File: config.mk
export PLATFORM = sky130hd
export DESIGN_NAME = generador_vga_timing
export DESIGN_NICKNAME = d
export VERILOG_FILES = /design/src/rtl/generador_vga_timing.sv
export SDC_FILE = /design/constraint.sdc
export NUM_CORES = 1
export LEC_CHECK = 0
export ABC_AREA = 0
export BUFFER_PORTS_ARGS = -buffer_cell sky130_fd_sc_hd__buf_2
export CAP_MARGIN = 10
export CORE_MARGIN = 2
export CORE_UTILIZATION = 55
export DETAILED_ROUTE_END_ITERATION = 6
export PLACE_DENSITY_LB_ADDON = 0.15
export SLEW_MARGIN = 20
export SYNTH_ARGS = -nofsm -noshare
export SYNTH_HDL_FRONTEND = slang
export SYNTH_SLANG_ARGS = --single-unit
File: constraint.sdc
create_clock -name clk_fpga -period 4.3 [get_ports clk_fpga]
set_clock_uncertainty 0.15 [all_clocks]
set_input_delay 0.215 -clock clk_fpga [delete_from_list [all_inputs] [get_ports clk_fpga]]
set_output_delay 0.215 -clock clk_fpga [all_outputs]
set_load 0.05 [all_outputs]
File: src/rtl/generador_vga_timing.sv
// Free-running VGA timing generator: pixel coordinates, blanking and sync for the scope display.
// Every output is registered from the decode of the next position, so it stays aligned with hc/vc.
module generador_vga_timing #(
  parameter int   H_VISIBLE = 1024,
  parameter int   H_FRONT   = 24,
  parameter int   H_SYNC    = 136,
  parameter int   H_BACK    = 160,
  parameter int   V_VISIBLE = 768,
  parameter int   V_FRONT   = 3,
  parameter int   V_SYNC    = 6,
  parameter int   V_BACK    = 29,
  parameter logic HSYNC_POL = 1'b0,
  parameter logic VSYNC_POL = 1'b0,
  parameter int   CLK_DIV   = 1
) (
  input  logic        clk_fpga,
  input  logic        rst,
  output logic [10:0] hc_visible,
  output logic [10:0] vc_visible,
  output logic        visible,
  output logic        hsync,
  output logic        vsync,
  output logic        pix_tick,
  output logic        frame_start
);
  localparam int H_TOTAL = H_VISIBLE + H_FRONT + H_SYNC + H_BACK;
  localparam int V_TOTAL = V_VISIBLE + V_FRONT + V_SYNC + V_BACK;

  localparam logic [10:0] H_LAST     = 11'(H_TOTAL - 1);
  localparam logic [10:0] V_LAST     = 11'(V_TOTAL - 1);
  localparam logic [10:0] H_VIS_END  = 11'(H_VISIBLE);
  localparam logic [10:0] V_VIS_END  = 11'(V_VISIBLE);
  localparam logic [10:0] H_SYNC_BEG = 11'(H_VISIBLE + H_FRONT);
  localparam logic [10:0] H_SYNC_END = 11'(H_VISIBLE + H_FRONT + H_SYNC);
  localparam logic [10:0] V_SYNC_BEG = 11'(V_VISIBLE + V_FRONT);
  localparam logic [10:0] V_SYNC_END = 11'(V_VISIBLE + V_FRONT + V_SYNC);

  localparam int                DIV_W    = (CLK_DIV > 1) ? $clog2(CLK_DIV) : 1;
  localparam logic [DIV_W-1:0] DIV_LAST = DIV_W'(CLK_DIV - 1);

  // Output levels for position (0,0) with the divider at phase 0.
  localparam logic RST_VISIBLE = (H_VISIBLE > 0) && (V_VISIBLE > 0);
  localparam logic RST_TICK    = (CLK_DIV == 1);

  logic [DIV_W-1:0] div_reg, div_next;
  logic [10:0]      hc_reg, hc_next;
  logic [10:0]      vc_reg, vc_next;
  logic             frame_wrap_next;
  logic             visible_next;
  logic             hsync_next;
  logic             vsync_next;
  logic             pix_tick_next;

  always_comb begin
    div_next        = (div_reg == DIV_LAST) ? '0 : div_reg + DIV_W'(1);
    hc_next         = hc_reg;
    vc_next         = vc_reg;
    frame_wrap_next = 1'b0;
    if (div_reg == DIV_LAST) begin
      if (hc_reg == H_LAST) begin
        hc_next = '0;
        if (vc_reg == V_LAST) begin
          vc_next         = '0;
          frame_wrap_next = 1'b1;
        end else begin
          vc_next = vc_reg + 11'd1;
        end
      end else begin
        hc_next = hc_reg + 11'd1;
      end
    end
  end

  assign visible_next  = (hc_next < H_VIS_END) && (vc_next < V_VIS_END);
  assign hsync_next    = ((hc_next >= H_SYNC_BEG) && (hc_next < H_SYNC_END)) ? HSYNC_POL : ~HSYNC_POL;
  assign vsync_next    = ((vc_next >= V_SYNC_BEG) && (vc_next < V_SYNC_END)) ? VSYNC_POL : ~VSYNC_POL;
  assign pix_tick_next = (div_next == DIV_LAST);

  always_ff @(posedge clk_fpga) begin
    if (rst) begin
      div_reg     <= '0;
      hc_reg      <= '0;
      vc_reg      <= '0;
      visible     <= RST_VISIBLE;
      hc_visible  <= '0;
      vc_visible  <= '0;
      hsync       <= ~HSYNC_POL;
      vsync       <= ~VSYNC_POL;
      pix_tick    <= RST_TICK;
      frame_start <= 1'b0;
    end else begin
      div_reg     <= div_next;
      hc_reg      <= hc_next;
      vc_reg      <= vc_next;
      visible     <= visible_next;
      hc_visible  <= visible_next ? hc_next : 11'd0;
      vc_visible  <= visible_next ? vc_next : 11'd0;
      hsync       <= hsync_next;
      vsync       <= vsync_next;
      pix_tick    <= pix_tick_next;
      // Only a real wrap from the last position starts a frame; reset to (0,0) does not.
      frame_start <= frame_wrap_next && (div_reg == DIV_LAST);
    end
  end
endmodule

==> flow_results.org, run 1 <==
** Critical path
- Crit. End Element :: register
- R2R setup slack :: 1.57 ns
- Cell breakdown of the critical path :: ha_1 > nand4_4 > nor4_1 > o21ai_2 > o2111ai_4 > nor3b_1
- Worst setup startpoint :: hc_reg[0]$_SDFF_PP0_
- WP data arrival :: 2.74 ns
- The critical path in this run is classified as reg2reg.
- In this run the worst path has a maximum fanout of 21.
- Crit-path max cell delay :: 0.59 ns
- Critical register-to-register path startpoint :: hc_reg[0]$_SDFF_PP0_
- Kind of start point of the critical path :: register
- The number of cells on the worst reg-to-reg path is 6.
- Critical path data required time :: 4.31 ns
- Slowest cell on the critical path :: sky130_fd_sc_hd__o2111ai_4
- Critical register-to-register path endpoint :: vc_visible[2]$_SDFF_PP0_

** Min path
- Beginning of the worst hold path :: rst
- Counting instances, the worst hold path has a depth of 2.
- The path with the worst hold slack has its endpoint at hc_reg[1]$_SDFF_PP0_.
- Hold Path Class :: in2reg

** Floorplan
- The region available for standard cell placement spans 3610 µm².
- Floorplan die area :: 4220 µm²
- Overall die height :: 65.0 µm
- Pin placement for this block handled 29 I/O pins.
- Initial Utilization :: 0.567
- Measured along the x axis, the die boundary spans 65.0 µm.
- Std-Cell Rows :: 22

** Synthesis
- Synthesis inferred 48 register bits.
- Synthesis produced 219 cells.
- Sequential share of the synthesized area :: 0.470
- The synthesized design contains 0 enable-type register cells.
- Number of synthesis warnings :: 0
- Count of different cell masters after synthesis :: 51
- Of all flip-flops after synthesis, the portion carrying an async set or reset was 0.
- In the synthesized netlist the dominant register cell turns out to be sky130_fd_sc_hd__dfxtp_1.
- Syn Area/Cell :: 9.34 µm²
- Area of the mapped netlist :: 2050 µm²

** Clock tree
- CTS-repair resized insts :: 0
- Clk_lat worst skew :: 0.31 ns
- The clock tree synthesis step divided the H-tree into 2 levels.
- After clock tree synthesis, the clock-pin slew on the worst setup and hold paths is 0.09 ns.
- Counting every sink on the clock net gives 48.
- Number of buffers created by CTS :: 5
- Buffers inserted to repair hold after CTS numbered 0.
- Counting along the longest clock path gives a buffer depth of 2.
- CTS placed an instance of sky130_fd_sc_hd__clkbuf_8 at the clock tree root.
- Buffers added to address setup during post-CTS repair amount to 0.
- Clock tree from TritonCTS :: done

** Drt
- Summed over all layers, the routed wires come to 3690 µm.
- Starting DRC count in detailed routing :: 62
- Routed via count divided by cell count :: 5.25
- Post-route ant nets :: 0
- DRC viols :: 0
- In the final routed layout, each cell accounts on average for 12.7 µm.
- The first detailed-routing pass took 4 iterations.
- Vias after detailed routing :: 1523

** STA
- The routed design could run at a clock period as short as 2.73 ns.
- Max-slew violations :: 0
- For the final routed database, the setup TNS stands at 0 ns.
- At the pin with the least slew margin, the transition time is 0.689 ns.
- Setup repair after global routing missed its margin :: false
- Maximum clock frequency :: 0.366 GHz
- Dividing the final minimum period by the clock period gives 0.636.
- Final count of negative-setup-slack endpoints :: 0
- Hold Fails Final Rpt :: 0
- The worst pin sits at a relative slew slack of 0.540.
- Fin Hold WS :: 0.137 ns

** Final layout
- Net count reported at finish :: 247
- In the final layout, flip-flops and latches occupy 961 µm².
- Relative to the synthesized area, the layout overhead comes to 11.9%.
- # fillers :: 304
- Number of diodes added for antenna fixing :: 0
- Area of the multi-input gates :: 996 µm²
- After routing the design area is 2290 µm².
- Top library cells by usage in the layout, fill and taps aside :: sky130_fd_sc_hd__dfxtp_1 (48), sky130_fd_sc_hd__nor2_1 (42), sky130_fd_sc_hd__buf_2 (27)
- Proportion of layout cells with a drive suffix above 1 :: 0.207
- Commonest non-fill, non-tap cell in the layout :: sky130_fd_sc_hd__dfxtp_1
- The finished layout holds 290 standard cells, fillers aside.

** Placed design
- Once detailed placement completed, the half-perimeter wirelength came to 2520 µm.
- Count of buffers inserted at the top-level ports :: 27
- Post-placement cell count :: 282
- Post-Place Cell Area :: 2160 µm²
- Placer's final routability congestion estimate :: 0.829

** Global routing
- For this run the aggregate overflow at the end of global routing stands at 0.
- Entering global routing, the biggest net connects 22 pins.
- Number of global-route vias before repair :: 1357
- Wire length of the first global-routing pass :: 6480 µm
- The initial antenna violation count was 0.
- Combined global-route utilization of all metal layers :: 0.202

** Run
- The tool flagged a number of max-cap violations equal to 0.

** Outcome
- Outcome :: complete, no violations

** Power
- For this design the static power due to leakage is 0.000904 µW.
- Worst voltage drop across the vdd grid :: 0.190 mV
- Pwr Density :: 367 nW/µm²
logic make-up (layout without fill, tap and decap cells):
group                    after synthesis  count (layout)  synth area share
multiplexers                           1               1           0.00489
AND/OR/NAND/NOR                      104             104             0.286
buffers and inverters                 16              38            0.0453
AO/OA/AOI/OAI                         32              32             0.115
other                                  2               3           0.00367
adder cells (fa/ha/maj)                4               4            0.0245
flip-flops                            48              48             0.470
XOR/XNOR                              12              12            0.0514
layout make-up:
| class | count | share of cell area |
|---|---|---|
| Clock buffer | 7 | 0.0421 |
| Clock inverter | 1 | 0.0131 |
| Inverter | 3 | 0.00492 |
| Multi-Input combinational cell | 156 | 0.435 |
| Sequential cell | 48 | 0.420 |
| Tap cell | 48 | 0.0262 |
| Timing Repair Buffer | 27 | 0.0590 |
synth_stat cells, types with 4 or more instances:
library cell | n | share of area
sky130_fd_sc_hd__xnor2_1 | 7 | 0.030
sky130_fd_sc_hd__nor2_2 | 4 | 0.012
sky130_fd_sc_hd__a21oi_1 | 6 | 0.015
sky130_fd_sc_hd__ha_1 | 4 | 0.024
sky130_fd_sc_hd__nand4_1 | 5 | 0.015
sky130_fd_sc_hd__nor2_1 | 42 | 0.077
sky130_fd_sc_hd__and2_1 | 5 | 0.015
sky130_fd_sc_hd__dfxtp_1 | 48 | 0.47
sky130_fd_sc_hd__clkbuf_1 | 5 | 0.0092
sky130_fd_sc_hd__nand3_1 | 8 | 0.020
sky130_fd_sc_hd__o21ai_0 | 7 | 0.017
sky130_fd_sc_hd__xor2_1 | 5 | 0.021
sky130_fd_sc_hd__nor3_1 | 5 | 0.012
sky130_fd_sc_hd__nand2_1 | 11 | 0.020
sky130_fd_sc_hd__and4_1 | 4 | 0.017
layer usage:
layer,up-vias,share of wire,track usage
met5,-,0,0
met4,0,0.019,0.0904
met3,6,0.049,0.0538
met2,34,0.42,0.298
met1,686,0.51,0.277
li1,797,-,-
power breakdown:
group | switching [µW] | internal [µW] | leakage, µW
clock network | 143 | 205 | 0.0000645
logic | 30.1 | 7.64 | 0.000451
registers | 4.03 | 450 | 0.000389
per-stage QoR:
step                power [µW]  worst slack [ns]  utilization
floorplan                  497              2.08            -
global placement           502              1.64        0.600
detailed placement         502              1.57        0.600
CTS                        849              1.55        0.635
global route               870              1.32        0.635
finish                     840              1.57        0.635
worst max-delay path, delay by kind of cell (launching register included):
kind / cells / cell delay [ns]
and+or+nand+nor: 3 / 0.89
adders and majority gates: 1 / 0.40
AOI/OAI and AO/OA: 2 / 0.71
DFF: 1 / 0.43
worst max-delay path by stage:
| stage | slack [ns] | cells past startpoint | endpoint |
|---|---|---|---|
| 3_3_place_gp | 1.64 | 6 | vc_visible[2]$_SDFF_PP0_ |
| 3_5_place_dp | 1.57 | 6 | vc_visible[2]$_SDFF_PP0_ |
| 4_1_cts | 1.55 | 6 | vc_visible[2]$_SDFF_PP0_ |
| 5_1_grt | 1.32 | 6 | vc_visible[2]$_SDFF_PP0_ |
| 6_report | 1.57 | 6 | vc_visible[2]$_SDFF_PP0_ |
| 2_1_floorplan | 2.08 | 8 | vc_visible[3]$_SDFF_PP0_ |
Note: power is estimated with default switching activity, not from simulation.
==> inputs of run 2 (changes only) <==
Clock period 4.3 ns to 2.8 ns, I/O delays scaled along.
==> run 2 against run 1 <==
Effect of this change:
- critical path depth grew 1
- fmax increased by 11%
- core utilization is 0.59 points higher
- clock power increased by 18%
- sequential power grew 54%
- sequential share of layout area fell by 0.39 points
- first-iteration DRC count rose by 63%
- count of clock-buffer cells in the layout is 1 higher
- setup slack worse by 1.2 ns
- die area unchanged
- flip-flop and latch count stayed put
- critical path type unchanged
- highest routed layer unchanged
==> flow_results.org, run 2 (synthesis results as in run 1) <==
** Power
- The sequential power share is 0.595 (was 0.541).
- The switching share of power came to 0.225 (was 0.210).
- Leakage power of the design :: 0.000918 µW (was 0.000904 µW)
- Cell-internal power :: 908 µW (was 663 µW)
- The largest voltage drop on the vdd net came to 0.302 mV (was 0.190 mV).
- The portion of total power attributed to the clock network was 0.351 (was 0.414).
- The power density of the placed cells was 507 nW/µm² (was 367 nW/µm²).
- The combinational group share of total power came to 0.054 (was 0.045).
- Net Sw Power :: 264 µW (was 177 µW)

** Final layout
- Number of diodes added for antenna fixing :: 0 (unchanged)
- Top library cells by usage in the layout, fill and taps aside :: sky130_fd_sc_hd__dfxtp_1 (48), sky130_fd_sc_hd__nor2_1 (42), sky130_fd_sc_hd__buf_2 (27) (unchanged)
- The commonest non-fill, non-tap cell in the layout is sky130_fd_sc_hd__dfxtp_1 (unchanged).
- The area growth from synthesis to layout came to 13.0% (was 11.9%).
- # fillers :: 313 (was 304)
- Net count reported at finish :: 253 (was 247)
- Proportion of layout cells with a drive suffix above 1 :: 0.218 (was 0.207)

** Critical path
- Kind of start point of the critical path :: register (unchanged)
- The category of the worst setup path capture point was a register (unchanged).
- Worst setup startpoint :: hc_reg[0]$_SDFF_PP0_ (unchanged)
- The startpoint of the worst register-to-register path is hc_reg[0]$_SDFF_PP0_ (unchanged).
- The critical setup path kind is reg2reg (unchanged).
- Crit-path max cell delay :: 0.47 ns (was 0.59 ns)
- Combined buffer and inverter count along the critical path :: 1 (was 0)
- Top Family by Delay on Critical Path :: simple AND/OR/NAND/NOR gates (unchanged)
- Cell breakdown of the critical path: ha_1 > nand4_4 > nor4_1 > o21ai_2 > o2111ai_4 > buf_4 > nor3b_1 (was ha_1 > nand4_4 > nor4_1 > o21ai_2 > o2111ai_4 > nor3b_1).
- Highest fanout seen on the critical path :: 9 (was 21)
- The critical-path cell with the highest stage delay was sky130_fd_sc_hd__nor4_1 (was sky130_fd_sc_hd__o2111ai_4).
- The data arrival time of the worst path was 2.47 ns (was 2.74 ns).
- Register-to-Register Path Depth :: 7 (was 6)
- The number of cells on the critical path came to 7 (was 6).
- Critical path data required time :: 2.82 ns (was 4.31 ns)

** Floorplan
- The height of the die was 65.0 µm (unchanged).
- The initial core utilization came to 0.567 (unchanged).
- The count of standard-cell rows was 22 (unchanged).
- The die span in x was 65.0 µm (unchanged).
- Floorplan core area :: 3610 µm² (unchanged)
- The area of the die came to 4220 µm² (unchanged).
- The number of I/O pins came to 29 (unchanged).

** Global routing
- Maximum number of pins on one net before global-route repair :: 20 (was 22)
- Number of global-route vias before repair :: 1492 (was 1357)
- Fraction of met1 tracks used by global routing :: 0.287 (was 0.277)
- Combined global-route utilization of all metal layers :: 0.215 (was 0.202)
- Overflow left after global routing :: 0 (unchanged)
- The initial antenna violation count came to 0 (unchanged).
- The busiest layer in global routing was met2 (unchanged).
- The met3 usage in global routing is 0.0451 (was 0.0538).
- Wire length of the first global-routing pass :: 6910 µm (was 6480 µm)
- M2 GR Usage :: 0.331 (was 0.298)

** Drt
- The DRC marker count from the first detailed-route iteration was 101 (was 62).
- Post-route ant nets :: 0 (unchanged)
- DR pass1 iterations :: 4 (unchanged)
- DRC viols :: 0 (unchanged)
- The routed wire length was 3970 µm (was 3690 µm).
- The via count came to 1577 (was 1523).
- Average detailed-routed wire length per instance :: 13.4 µm (was 12.7 µm)
- The number of vias per cell after detailed routing was 5.33 (was 5.25).

** STA
- The final period utilization came to 0.876 (was 0.636).
- The number of pins with negative max-slew slack in the final report is 0 (unchanged).
- Setup repair after global routing missed its margin: false (unchanged).
- The total of endpoints with negative setup slack in the final report is 0 (unchanged).
- Summed negative setup slack over all endpoints :: 0 ns (unchanged)
- Final Critical Period :: 2.45 ns (was 2.73 ns)
- Fin Hold WS :: 0.0934 ns (was 0.137 ns)
- Hold Fails Final Rpt :: 0 (unchanged)
- Maximum clock frequency :: 0.408 GHz (was 0.366 GHz)

** Clock tree
- Clock tree from TritonCTS :: done (unchanged)
- The clock tree buffer depth came to 2 (unchanged).
- CTS clk-pin slew, worst paths :: 0.08 ns (was 0.09 ns)
- The hold-fix buffer count after cts is 0 (unchanged).
- CTS-repair resized insts :: 0 (unchanged)
- Setup repair bufs after CTS :: 0 (unchanged)
- Max H-tree Level :: 2 (unchanged)
- The number of buffers added by the clock tree synthesis step came to 5 (unchanged).
- CTS Root Buffer Type :: sky130_fd_sc_hd__clkbuf_8 (unchanged)
- Clk_lat worst skew :: 0.29 ns (was 0.31 ns)
- Clk sink count :: 48 (unchanged)

** Placed design
- Count of buffers inserted at the top-level ports :: 27 (unchanged)
- Placer's final routability congestion estimate :: 0.922 (was 0.829)
- The final HPWL from detailed placement was 2760 µm (was 2520 µm).

** Min path
- Number of stages on the worst hold path :: 2 (unchanged)
- The worst hold path class is in2reg (unchanged).
- Beginning of the worst hold path :: rst (unchanged)

** Run
- Number of violations of the max-capacitance limit :: 0 (unchanged)

** Outcome
- Outcome :: complete, no violations (unchanged)
## run 2: worst paths after layout
kind                                                  to  slack [ns]
worst max-delay path            vc_visible[2]$_SDFF_PP0_        0.35
worst min-delay path                vc_reg[1]$_SDFF_PP0_        0.09
worst max register to register  vc_visible[2]$_SDFF_PP0_        0.35
worst min register to register  hc_visible[0]$_SDFF_PP0_        0.40
## run 2: worst reg2reg max path, cell delays in order, from the launching register on
cell	delay, ns
sky130_fd_sc_hd__dfxtp_1	0.43
sky130_fd_sc_hd__ha_1	0.40
sky130_fd_sc_hd__nand4_4	0.17
sky130_fd_sc_hd__nor4_1	0.47
sky130_fd_sc_hd__o21ai_2	0.13
sky130_fd_sc_hd__o2111ai_4	0.31
sky130_fd_sc_hd__buf_4	0.21
sky130_fd_sc_hd__nor3b_1	0.05
## run 2: power groups by stage
stage	sequential [µW]	clock [µW]	combinational, µW
after floorplan	734	0	29.6
after global placement	713	0	63.3
after detailed placement	714	0	63.2
after CTS	698	419	63.4
after global routing	699	446	68.1
final	698	412	63.4
## run 2: per-stage QoR
step / instances / cell area, µm² / power, µW / setup slack (ns) / utilization
3_3_place_gp: 288 / 2220 / 777 / 0.441 / 0.616
6_report: 296 / 2310 / 1170 / 0.348 / 0.641
5_1_grt: 296 / 2310 / 1210 / 0.176 / 0.641
2_1_floorplan: 220 / 2050 / 764 / 0.579 / -
3_5_place_dp: 288 / 2220 / 777 / 0.395 / 0.616
4_1_cts: 296 / 2310 / 1180 / 0.367 / 0.641
## run 2: layout make-up
type	instances	area, µm²	area share
multi-input combinational	156	996	0.431
sequential	48	961	0.416
inverter	3	11.3	0.00487
tap	48	60.1	0.0260
clock buffer	8	90.1	0.0390
timing repair buffer	33	193	0.0834
## run 2: layer usage
layer | vias to the layer above | part of all wire
met5 | - | 0
met4 | 0 | 0.021
met3 | 11 | 0.048
met2 | 42 | 0.44
met1 | 713 | 0.49
li1 | 811 | -
